**src/rtl/stage3_writeback_pkg.sv**
```systemverilog
// stage_defs: shared definitions for the stage-3 writeback slice.
// Holds writeback opcodes, FSM state encodings and datapath widths.
package stage_defs;

    localparam int PC_W   = 16;
    localparam int DATA_W = 32;
    localparam int OP_W   = 3;

    localparam logic [OP_W-1:0] OP_NOP    = 3'd0;
    localparam logic [OP_W-1:0] OP_RAM_WR = 3'd1;
    localparam logic [OP_W-1:0] OP_IO_OUT = 3'd2;
    localparam logic [OP_W-1:0] OP_JMP    = 3'd3;
    localparam logic [OP_W-1:0] OP_JZ     = 3'd4;
    localparam logic [OP_W-1:0] OP_JNZ    = 3'd5;
    localparam logic [OP_W-1:0] OP_HALT   = 3'd6;
    localparam logic [OP_W-1:0] OP_RSVD   = 3'd7;

    typedef enum logic [1:0] {
        ST_IDLE   = 2'd0,
        ST_MEMWR  = 2'd1,
        ST_COMMIT = 2'd2,
        ST_HALT   = 2'd3
    } state_t;

endpackage

```
**src/rtl/stage3_writeback_pc_next_logic.sv**
```systemverilog
// pc_next_logic: combinational next-PC selection for the writeback stage.
// Taken jumps load the low PC_W bits of the target, else PC advances by PC_STEP.
module pc_next_logic
    import stage_defs::*;
#(
    parameter logic [PC_W-1:0] PC_STEP = 16'd4
) (
    input  logic [OP_W-1:0] op,
    input  logic            alu_is_zero,
    input  logic [PC_W-1:0] pc,
    input  logic [PC_W-1:0] target,
    output logic [PC_W-1:0] next_pc
);

    logic taken;

    // Decide whether the op redirects the PC, then pick target or sequential PC
    always_comb begin
        taken = 1'b0;
        case (op)
            OP_JMP:  taken = 1'b1;
            OP_JZ:   taken = alu_is_zero;
            OP_JNZ:  taken = ~alu_is_zero;
            default: taken = 1'b0;
        endcase
        next_pc = taken ? target : pc + PC_STEP;
    end

endmodule

```
**src/rtl/stage3_writeback.sv**
```systemverilog
// stage3_writeback: final core stage; RAM write, IO latch, branch, halt, retire.
// Optional macro STAGE3_RETIRE_COUNTER_EN adds retired_count and count_clear.
module stage3_writeback
    import stage_defs::*;
#(
    parameter logic [PC_W-1:0] PC_RESET = 16'd0,
    parameter logic [PC_W-1:0] PC_STEP  = 16'd4
) (
    input  logic              clk,
    input  logic              reset,
    input  logic              in_valid,
    output logic              in_ready,
    input  logic [OP_W-1:0]   mblock_s3,
    input  logic [DATA_W-1:0] vw_value,
    input  logic [PC_W-1:0]   ram_address,
    input  logic              alu_is_zero,
    output logic [PC_W-1:0]   pc,
    output logic              ram_we,
    output logic [PC_W-1:0]   ram_wr_address,
    output logic [DATA_W-1:0] ram_wr_value,
    input  logic              ram_wr_ack,
    output logic [DATA_W-1:0] io_out,
`ifdef STAGE3_RETIRE_COUNTER_EN
    output logic [31:0]       retired_count,
    input  logic              count_clear,
`endif
    output logic              retire,
    output logic              halted
);

    state_t state;
    state_t state_nxt;

    logic [OP_W-1:0]   cap_op;
    logic [DATA_W-1:0] cap_val;
    logic              cap_zero;
    logic              xfer;
    logic [PC_W-1:0]   pc_nxt;

    assign xfer = in_valid & in_ready;

    pc_next_logic #(
        .PC_STEP (PC_STEP)
    ) u_pc_next (
        .op          (cap_op),
        .alu_is_zero (cap_zero),
        .pc          (pc),
        .target      (cap_val[PC_W-1:0]),
        .next_pc     (pc_nxt)
    );

    // State register; reset abandons any pending write at once
    always_ff @(posedge clk or posedge reset) begin
        if (reset) begin
            state <= ST_IDLE;
        end else begin
            state <= state_nxt;
        end
    end

    // Next-state: accept in IDLE, wait for ack in MEMWR, one-cycle COMMIT
    always_comb begin
        state_nxt = state;
        unique case (state)
            ST_IDLE: begin
                if (xfer) begin
                    if (mblock_s3 == OP_RAM_WR) begin
                        state_nxt = ST_MEMWR;
                    end else begin
                        state_nxt = ST_COMMIT;
                    end
                end
            end
            ST_MEMWR: begin
                if (ram_wr_ack) begin
                    state_nxt = ST_COMMIT;
                end
            end
            ST_COMMIT: begin
                if (cap_op == OP_HALT) begin
                    state_nxt = ST_HALT;
                end else begin
                    state_nxt = ST_IDLE;
                end
            end
            ST_HALT: begin
                state_nxt = ST_HALT;
            end
            default: begin
                state_nxt = ST_IDLE;
            end
        endcase
    end

    // Outputs decoded purely from state so they follow async reset immediately
    always_comb begin
        in_ready = 1'b0;
        ram_we   = 1'b0;
        retire   = 1'b0;
        halted   = 1'b0;
        unique case (state)
            ST_IDLE:   in_ready = 1'b1;
            ST_MEMWR:  ram_we   = 1'b1;
            ST_COMMIT: retire   = 1'b1;
            ST_HALT:   halted   = 1'b1;
            default:   in_ready = 1'b0;
        endcase
    end

    // Capture the transaction so STAGE2 is free to change after the accept edge
    always_ff @(posedge clk or posedge reset) begin
        if (reset) begin
            cap_op         <= OP_NOP;
            cap_val        <= '0;
            cap_zero       <= 1'b0;
            ram_wr_address <= '0;
            ram_wr_value   <= '0;
        end else if (xfer) begin
            cap_op   <= mblock_s3;
            cap_val  <= vw_value;
            cap_zero <= alu_is_zero;
            if (mblock_s3 == OP_RAM_WR) begin
                ram_wr_address <= ram_address;
                ram_wr_value   <= vw_value;
            end
        end
    end

    // Architectural effects land at the end of COMMIT
    always_ff @(posedge clk or posedge reset) begin
        if (reset) begin
            pc     <= PC_RESET;
            io_out <= '0;
        end else if (state == ST_COMMIT) begin
            pc <= pc_nxt;
            if (cap_op == OP_IO_OUT) begin
                io_out <= cap_val;
            end
        end
    end

`ifdef STAGE3_RETIRE_COUNTER_EN
    // Retire counter; a clear wins over a coincident retire
    always_ff @(posedge clk or posedge reset) begin
        if (reset) begin
            retired_count <= '0;
        end else if (count_clear) begin
            retired_count <= '0;
        end else if (retire) begin
            retired_count <= retired_count + 32'd1;
        end
    end
`endif

endmodule
```
**config.mk**
```make
export PLATFORM = sky130hd
export DESIGN_NAME = stage3_writeback
export DESIGN_NICKNAME = d
export VERILOG_FILES = /design/src/rtl/stage3_writeback_pkg.sv /design/src/rtl/stage3_writeback_pc_next_logic.sv /design/src/rtl/stage3_writeback.sv
export SDC_FILE = /design/constraint.sdc
export NUM_CORES = 1
export LEC_CHECK = 0
export BUFFER_PORTS_ARGS = -buffer_cell sky130_fd_sc_hd__buf_2
export CORE_MARGIN = 8
export CORE_UTILIZATION = 50
export DETAILED_ROUTE_END_ITERATION = 7
export GPL_ROUTABILITY_DRIVEN = 0
export GPL_TIMING_DRIVEN = 0
export PLACE_DENSITY = 0.77
export SETUP_SLACK_MARGIN = 0.1
export SYNTH_ARGS = -nofsm -noshare
export SYNTH_HDL_FRONTEND = slang
export SYNTH_HIERARCHICAL = 1
export SYNTH_SLANG_ARGS = --single-unit
```
**constraint.sdc**
```tcl
create_clock -name clk -period 4.9 [get_ports clk]
set_input_delay 0.49 -clock clk [delete_from_list [all_inputs] [get_ports clk]]
set_output_delay 0.49 -clock clk [all_outputs]
set_load 0.01 [all_outputs]
```
==> reports/metrics.cfg <==
[yosys]
syn_avg_cell_area_um2=15.2
ys_ff_latch=134
synth_area_mm2=0.00564
ys_warn_count=6
synth_area_leaders=dfrtp_1, mux2_2, mux2_4
synth.distinct_cells=37
yosysSeqAreaShare=0.595
synth_top_area_frac=0.595
syn-num-nets=428
syn_inst=371
synth_largest_area_cell=dfrtp_1

[final_layout]
final_cell_area_mm2=0.00719
final_cell_mix=buf_2, dfrtp_1, mux2_2
ff_latch_area_mm2=0.00335
fin_nets=603
final_common_cell=buf_2
syn2layout_area_growth_pct=27.6
n_fill_cell=835
drive_gt1_frac=0.600
antenna_cells=0
multi_input_area_mm2=0.00211
fin_cells=695

[drt]
dr.pass1.iters=4
drtAntennaViolNets=0
drt_iter0_drc=221
wl_per_cell_um=18.0
num_vias=3551
viasPerCell=5.11
wirelength_um=12500
drc_errors=0

[sta]
slew_viol_final=0
grt_setup_unrepaired=no
layout_min_cycle_time_ns=2.21
worst_pin_slew_ns=0.526
hold_ws_ns=0.126
worst_clock_skew_ns=0.00543
finalSetupViolCount=0
relSlewSlack=0.650
fmax_mhz=453
fin_crit_sh=0.450
hold_viol_final=0
tns_ns=0

[setup_path]
end_kind=primary output
timing.rr.start=state[0]$_DFFE_PP0P_
crit_arrival_ns=1.72
required_ns=4.41
slowest_delay_ns=0.48
critPathLaunchType=flop
critical_path.max_fanout=10
crit_type=flop to primary output
cp_cell_sequence=nor2b_2, buf_6, buf_2, buf_2
reg2reg_slack_ns=3.09
reg2reg_to=ram_wr_value[3]$_DFFE_PP0P_
reg2reg_depth=6
critPathMostFrequentCell=buf_2
cpMaxStageDelayCell=dfrtp_1

[placement]
placed_area_mm2=0.00662
numPortBuffers=155
placed_cells=667
dp_hpwl_um=9090

[global_route]
grt_pass1_wl_um=20000
grtUsageTotal=0.173
grt_max_degree=82
antenna_found_initial=0
grt_pass1_vias=3875
grt_overflow=0

[cts]
insertion_delay_ns=0.41
cts_htree_levels=4
cts.sinks=134
cts-root-buf=clkbuf_16
cts_tree=built
cts_hold_buf=0
postCtsSetupBuffers=0
cts_buffers=17
cts-resized-gates=0
clockBufferDepth=2
clk_pin_slew_ns=0.06

[run_status]
status=finished clean

[floorplan]
boundaryPins=156
start_util=0.516
rows=38
dieArea_mm2=0.0149
core-area_mm2=0.0109
dieWidth_um=122
die_h_um=122

[run]
maxCapViolCount=0

[pwr]
power.total_mw=5.32
power.leakage_nw=3.47
max-vdd-ir-drop_mv=0.413
powerDensity_mw_per_mm2=739

[worst_hold_path]
hold_class=primary input to asynchronous set/reset pin

[power by group]
part           switching [mW]  internal, mW
registers               0.373          1.68
logic                   0.909          1.12
clock network           0.430         0.803
total                    1.71          3.60
[metal layers]
layer / track usage / vias to the layer above / wire length (µm)
li1: - / 1653 / -
met1: 0.211 / 1773 / 5290
met2: 0.283 / 107 / 6310
met3: 0.0500 / 18 / 731
met4: 0.0693 / 0 / 182
met5: 0 / - / 0
[kinds of logic after synthesis]
logic type	Yosys count	synth area share
AOI/OAI and AO/OA	21	0.0215
xor gates and xnor gates	13	0.0202
adders and majority gates	1	0.00222
buffers and inverters	24	0.0311
DFF	134	0.595
muxes	134	0.288
and+or+nand+nor	44	0.0426
[cell type report]
type	count	share of cell area
Sequential cell	134	0.466
Multi-Input combinational cell	213	0.293
Timing Repair Buffer	156	0.112
Clock buffer	24	0.0698
Tap cell	140	0.0244
Buffer	19	0.0217
Clock inverter	4	0.00974
Inverter	5	0.00330
[metrics by stage]
step	utilization	worst slack (ns)
after global placement	0.603	-0.514
final	0.658	2.69
after global routing	0.658	2.59
after CTS	0.658	2.67
after detailed placement	0.605	3.01
after floorplan	-	0.827
[flip-flops by register name, summed over array words and instances (netlist names)]
signal	cells
cap_val	32
io_out	32
ram_wr_value	32
pc	16
ram_wr_address	16
cap_op	3
state	2
cap_zero	1
[synth_stat cells]
master and n:
a211o_1 1, a21oi_1 2, a22oi_1 1, a31oi_1 1, and2_1 1, and2b_1 1
and3_2 1, and4_1 1, and4bb_1 1, buf_12 3, buf_2 11, buf_4 2
buf_6 2, clkbuf_1 1, dfrtp_1 134, ha_1 1, inv_1 5, mux2_1 9
mux2_2 95, mux2_4 30, nand2_1 20, nand2b_1 1, nand3_1 4, nand3_2 1
nand4_1 2, nand4_2 1, nor2_1 3, nor2b_2 1, nor3_1 2, nor3b_2 1
nor4_1 3, o21ai_0 12, o21ai_1 1, o21ai_2 2, o22ai_1 1, xnor2_1 9
xor2_1 4
[critical path: cells and delay by family, from the launching register on]
kind | cells | cell delay, ns
and+or+nand+nor | 1 | 0.20
buffers and inverters | 3 | 0.62
DFF | 1 | 0.48
[how the worst max path moves through the flow]
stage | startpoint | end | slack (ns) | cells after the start
global placement | reset | ram_wr_value[1]$_DFFE_PP0P_ | -0.51 | 2
CTS | state[1]$_DFFE_PP0P_ | retire | 2.67 | 4
finish | state[1]$_DFFE_PP0P_ | retire | 2.69 | 4
floorplan | reset | cap_op[0]$_DFFE_PP0P_ | 0.83 | 1
global route | state[1]$_DFFE_PP0P_ | retire | 2.59 | 4
detailed placement | in_valid | ram_wr_value[3]$_DFFE_PP0P_ | 3.01 | 6
(Power assumes the default switching activity.)
